### config.mk
export PLATFORM = sky130hd
export DESIGN_NAME = pfb_coeff_loader
export DESIGN_NICKNAME = d
export VERILOG_FILES = /design/src/rtl/pfb_coeff_loader.sv
export SDC_FILE = /design/constraint.sdc
export NUM_CORES = 1
export LEC_CHECK = 0
export ABC_CLOCK_PERIOD_IN_PS = 6940
export BUFFER_PORTS_ARGS = -buffer_cell sky130_fd_sc_hd__clkbuf_2
export CAP_MARGIN = 30
export CORE_MARGIN = 2
export CORE_UTILIZATION = 60
export DETAILED_ROUTE_END_ITERATION = 6
export GPL_TIMING_DRIVEN = 0
export PLACE_DENSITY = 0.92
export SKIP_LAST_GASP = 1
export SYNTH_ARGS = -nofsm -noshare
export SYNTH_HDL_FRONTEND = slang
export SYNTH_SLANG_ARGS = --single-unit
export TNS_END_PERCENT = 30
### constraint.sdc
create_clock -name clk -period 6.94 [get_ports clk]
set_input_delay 0.347 -clock clk [delete_from_list [all_inputs] [get_ports clk]]
set_output_delay 0.347 -clock clk [all_outputs]
set_load 0.02 [all_outputs]
### src/rtl/pfb_coeff_loader.sv
// Coefficient reload consumer: reorders the natural-order reload stream into polyphase
// order, fills the shadow bank of a double-buffered coefficient RAM and swaps banks when safe.
module pfb_coeff_loader #(
  parameter int ADDR_WIDTH  = 16,
  parameter int COEFF_WIDTH = 25
) (
  input  logic                   clk,
  input  logic                   sync_reset,
  input  logic [11:0]            fft_size,
  input  logic [7:0]             taps_per_phase,
  input  logic                   swap_ok,
  input  logic [31:0]            s_axis_reload_tdata,
  input  logic                   s_axis_reload_tlast,
  input  logic                   s_axis_reload_tvalid,
  output logic                   s_axis_reload_tready,
  output logic                   coef_wr_en,
  output logic [ADDR_WIDTH:0]    coef_wr_addr,
  output logic [COEFF_WIDTH-1:0] coef_wr_data,
  output logic                   bank_sel,
  output logic                   load_done,
  output logic                   load_err,
  output logic [ADDR_WIDTH:0]    num_loaded
);

  typedef enum logic [1:0] {IDLE, LOAD, DRAIN, WAIT_SWAP} state_t;

  state_t state, next_state;

  logic [11:0]           m_reg, phase, cur_m, cur_phase, nxt_phase;
  logic [7:0]            t_reg, tap, cur_t, cur_tap, nxt_tap;
  logic [ADDR_WIDTH-1:0] base, cur_base, nxt_base, cur_addr;
  logic [ADDR_WIDTH:0]   n_reg, beat_cnt;
  logic [19:0]           n_prod;
  logic                  n_ok, hs;
  logic                  do_write, cfg_load, err_set, done_set;
  logic                  unused_tdata_bits;

  assign n_prod = 20'(fft_size) * 20'(taps_per_phase);
  assign n_ok   = (n_prod != 20'd0) && ({12'd0, n_prod} <= (32'd1 << ADDR_WIDTH));

  assign s_axis_reload_tready = !sync_reset && (state != WAIT_SWAP);
  assign hs = s_axis_reload_tvalid && s_axis_reload_tready;
  assign unused_tdata_bits = ^s_axis_reload_tdata[31:COEFF_WIDTH];

  always_ff @(posedge clk) begin
    if (sync_reset) state <= IDLE;
    else            state <= next_state;
  end

  // The first beat of a load is addressed from the live config, later beats from the sampled copy.
  always_comb begin
    next_state = state;
    do_write   = 1'b0;
    cfg_load   = 1'b0;
    err_set    = 1'b0;
    done_set   = 1'b0;
    cur_m      = m_reg;
    cur_t      = t_reg;
    cur_phase  = phase;
    cur_tap    = tap;
    cur_base   = base;
    case (state)
      IDLE: begin
        if (hs) begin
          cfg_load  = 1'b1;
          cur_m     = fft_size;
          cur_t     = taps_per_phase;
          cur_phase = '0;
          cur_tap   = '0;
          cur_base  = '0;
          if (!n_ok) begin
            if (s_axis_reload_tlast) err_set = 1'b1;
            else                     next_state = DRAIN;
          end else begin
            do_write = 1'b1;
            if (s_axis_reload_tlast) begin
              if (n_prod == 20'd1) next_state = WAIT_SWAP;
              else                 err_set = 1'b1;
            end else if (n_prod == 20'd1) begin
              next_state = DRAIN;
            end else begin
              next_state = LOAD;
            end
          end
        end
      end
      LOAD: begin
        if (hs) begin
          do_write = 1'b1;
          if (beat_cnt == n_reg - 1'b1) begin
            next_state = s_axis_reload_tlast ? WAIT_SWAP : DRAIN;
          end else if (s_axis_reload_tlast) begin
            err_set    = 1'b1;
            next_state = IDLE;
          end
        end
      end
      DRAIN: begin
        if (hs && s_axis_reload_tlast) begin
          err_set    = 1'b1;
          next_state = IDLE;
        end
      end
      WAIT_SWAP: begin
        if (swap_ok) begin
          done_set   = 1'b1;
          next_state = IDLE;
        end
      end
      default: next_state = IDLE;
    endcase

    cur_addr = cur_base + ADDR_WIDTH'(cur_tap);
    if (cur_phase == cur_m - 12'd1) begin
      nxt_phase = '0;
      nxt_base  = '0;
      nxt_tap   = cur_tap + 8'd1;
    end else begin
      nxt_phase = cur_phase + 12'd1;
      nxt_base  = cur_base + ADDR_WIDTH'(cur_t);
      nxt_tap   = cur_tap;
    end
  end

  always_ff @(posedge clk) begin
    if (sync_reset) begin
      m_reg        <= '0;
      t_reg        <= '0;
      n_reg        <= '0;
      beat_cnt     <= '0;
      phase        <= '0;
      tap          <= '0;
      base         <= '0;
      coef_wr_en   <= 1'b0;
      coef_wr_addr <= '0;
      coef_wr_data <= '0;
      bank_sel     <= 1'b0;
      load_done    <= 1'b0;
      load_err     <= 1'b0;
      num_loaded   <= '0;
    end else begin
      if (cfg_load) begin
        m_reg    <= fft_size;
        t_reg    <= taps_per_phase;
        n_reg    <= n_ok ? (ADDR_WIDTH+1)'(n_prod) : '0;
        beat_cnt <= (ADDR_WIDTH+1)'(1);
      end else if (hs && state == LOAD) begin
        beat_cnt <= beat_cnt + 1'b1;
      end
      if (do_write) begin
        phase        <= nxt_phase;
        tap          <= nxt_tap;
        base         <= nxt_base;
        coef_wr_addr <= {~bank_sel, cur_addr};
        coef_wr_data <= s_axis_reload_tdata[COEFF_WIDTH-1:0];
      end
      coef_wr_en <= do_write;
      load_err   <= err_set;
      load_done  <= done_set;
      // Swap only from WAIT_SWAP, one cycle after the final write has been issued.
      if (done_set) begin
        bank_sel   <= ~bank_sel;
        num_loaded <= n_reg;
      end
    end
  end

endmodule

==> flow_metrics.tcl <==
set metrics [dict create \
    max_slew.worst_pin.slew_ns 0.991 \
    drt_pass1_iterations 7 \
    synthToLayoutAreaGrowth_pct 12.8 \
    run_status "complete, no violations" \
    detail_route.wl_per_cell_microns 19.1 \
    cts.clk_slew.worst_paths_ns 0.06 \
    place.detailed.hpwl_microns 24900 \
    synth-seq-area-share_pct 27.0 \
    floorplan.die_area_sq_um 20300 \
    ys.flop_type "dfxtp_1" \
    grt_max_degree 17 \
    n_fill_cell 1453 \
    p_leak_nw 5.47 \
    postCtsSetupRepairBufs 0 \
    gp_congestion 1.00 \
    largest_register_by_flop_count "coef_wr_data" \
    grt_setup_unrepaired "yes" \
    min_period_ns 6.71 \
    cts_buffers 17 \
    drt_first_iter_violations 1354 \
    report.final.setup_viol 0 \
    max_slew_margin_pct 33.8 \
    clock_path_buffers 2 \
    p_per_area_nw_per_um2 302 \
    cp.required_ns 7.29 \
    final_common_cell "nand2_1" \
    cts-root-buf "clkbuf_16" \
    peakVddDrop_uv 222 \
    vias 11500 \
    final_net_count 1730 \
    end_kind "flop" \
    pre_cts_slack_ns -0.600 \
    regArea_sq_um 3100 \
    largest_register_ffs 25 \
    route.final.wire_length_microns 34300 \
    worst_hold_path_type "primary input to flop" \
    grt.total_usage_pct 34.3 \
    h-tree-depth 4 \
    num_rows 50 \
    antenna_found_initial 1 \
    initial_utilization_pct 61.3 \
    layout_worst_path_cycle_share_pct 96.6 \
    slew_viol_final 0 \
    tritoncts "done" \
    fin_hold_ws_ns 0.155 \
    numClockSinks 155 \
    instance_count_of_the_mapped_netlist 1425 \
    synth_enable_flop_cells 0 \
    async_reset_ff_share_pct 0 \
    pin_count 121 \
    layout.cells.most_common_list "190 x nand2_1, 155 x dfxtp_1, 118 x a21oi_1, 117 x clkbuf_2, 84 x nand3_1" \
    synth.yosys.warnings 0 \
    post_synth_num_cell_types 81 \
    syn_area_sq_um 11500 \
    dpl_cell_area_sq_um 12400 \
    worst_clock_skew_ns 0.00924 \
    number_of_global_route_vias_before_repair 11300 \
    core_region_area_sq_um 18800 \
    route.detailed.drc 0 \
    antenna_violating_nets_post_route 0 \
    vias_per_cell 6.40 \
    drv.max_cap_violation_count 0 \
    port_buffers 112 \
    chipHeight_microns 143 \
    post-place-cells 1771 \
    final.setup.tns_ns 0 \
    clkLatencyLatePin_ns 0.43 \
    global_route.overflow_total 0 \
    die_width_microns 143 \
    fmax_ghz 0.149 \
    final_critical_path_setup_slack_ns 0.235 \
    synth_area_per_cell_sq_um 8.08 \
    first_pass_grt_wire_length_microns 55600 \
    synth.net_count 1605 \
    ys_ff_latch 155 \
    final_layout_size_suffix_gt1_share_pct 11.3 \
    timing.critical_path.from_type "primary input" \
    crit_path_max_fanout 10 \
    multiInputGateArea_sq_um 7730 \
    critPathKind "primary input to flop" \
    final_hold_viol_count 0 \
    critPathArrivalTime_ns 7.06 \
    final_cell_area_sq_um 13000 \
    final_cells 1797 \
    antenna_cells 0 \
]
-- worst max-delay path: stages --
cell	delay, ns
clkbuf_2	0.11
clkbuf_1	0.44
nand2_1	0.17
fa_1	0.52
fa_1	0.52
fa_1	0.53
fa_1	0.54
inv_1	0.04
ha_1	0.36
a21oi_1	0.32
a21boi_0	0.25
a211oi_1	0.28
nor3_1	0.13
or4_1	0.54
nor4_2	0.41
mux2i_4	0.51
clkbuf_2	0.33
clkbuf_2	0.34
nand3_1	0.15
a21oi_1	0.19
-- where the power goes --
group          switching [W]  leakage, nW  total, W  internal [W]
Sequential         0.0000715         1.25   0.00103      0.000957
Clock               0.000383        0.301   0.00100      0.000622
Combinational        0.00116         3.92   0.00189      0.000723
Total                0.00162         5.47   0.00392       0.00230
-- cell families after synthesis --
kind of cell               synth area share (%)
DFF                                        27.0
buffers and inverters                      6.06
adders and majority gates                  17.4
AOI/OAI and AO/OA                          17.8
xor gates and xnor gates                   6.54
muxes                                      1.62
and+or+nand+nor                            23.7
-- path summary, 6_finish.rpt --
kind	cells after the start	from	slack (ns)	to
setup / recovery	20	taps_per_phase[6]	0.23	phase[0]
hold reg to reg	2	num_loaded[12]	0.45	num_loaded[12]
hold / removal	3	s_axis_reload_tdata[23]	0.15	coef_wr_data[23]
setup reg to reg	15	state[1]	1.19	phase[5]
-- layout make-up --
class | count | area share, %
sequential | 155 | 23.9
timing repair buffer | 112 | 4.31
buffer | 90 | 2.84
clock inverter | 10 | 1.25
inverter | 83 | 2.40
tap | 234 | 2.25
multi-input combinational | 1091 | 59.5
clock buffer | 22 | 3.57
-- per-stage QoR --
stage          total power (W)  util, %
2_1_floorplan          0.00242        -
3_3_place_gp           0.00281     65.9
3_5_place_dp           0.00287     65.9
4_1_cts                0.00387     69.3
5_1_grt                0.00417     69.2
6_report               0.00392     69.2
-- cell usage after synthesis (4+ instances only) --
library cell	number	area share, %
buf_1	13	0.42
nand2_1	190	6.2
nand4_1	22	1.2
a31o_2	4	0.30
a22oi_1	6	0.39
o22ai_1	11	0.60
o21ai_0	57	2.5
a21o_1	9	0.59
or2_2	6	0.33
o21ai_1	9	0.39
ha_1	61	6.6
o31ai_1	6	0.39
and3_1	14	0.76
nor2b_1	7	0.38
a211oi_1	11	0.72
fa_1	62	11
a31oi_1	14	0.76
nor4_1	11	0.60
or4_1	11	0.72
nor4b_1	5	0.38
nor2_1	57	1.9
and2_1	65	3.5
clkbuf_1	77	2.5
mux2i_1	15	1.3
dfxtp_1	155	27
xnor2_1	47	3.6
or3_1	15	0.82
inv_1	81	2.6
nor3b_1	6	0.39
xor2_1	39	3.0
o211a_1	6	0.52
o211ai_1	13	0.85
o21bai_1	7	0.46
a22o_1	11	0.84
nand2b_1	5	0.27
a21boi_0	5	0.33
a21oi_1	118	5.1
o32ai_1	6	0.46
nor3_1	21	0.91
nand3_1	84	3.7
-- routing by layer --
metal  vias up  global-route usage, %  part of all wire (%)
met5         -                      0                     0
met3       165                   7.57                   9.0
met2       675                   58.0                    49
met1      5426                   41.7                    38
met4         0                   16.2                   4.4
li1       5232                      -                     -
-- what timing repair did --
| action | in CTS | in global routing |
|---|---|---|
| endpoints found under the setup margin | 20 | 29 |
| hold buffers | 0 | 0 |
| gates resized for setup | 3 | 8 |
No activity file was read; power rests on OpenSTA's default activity.
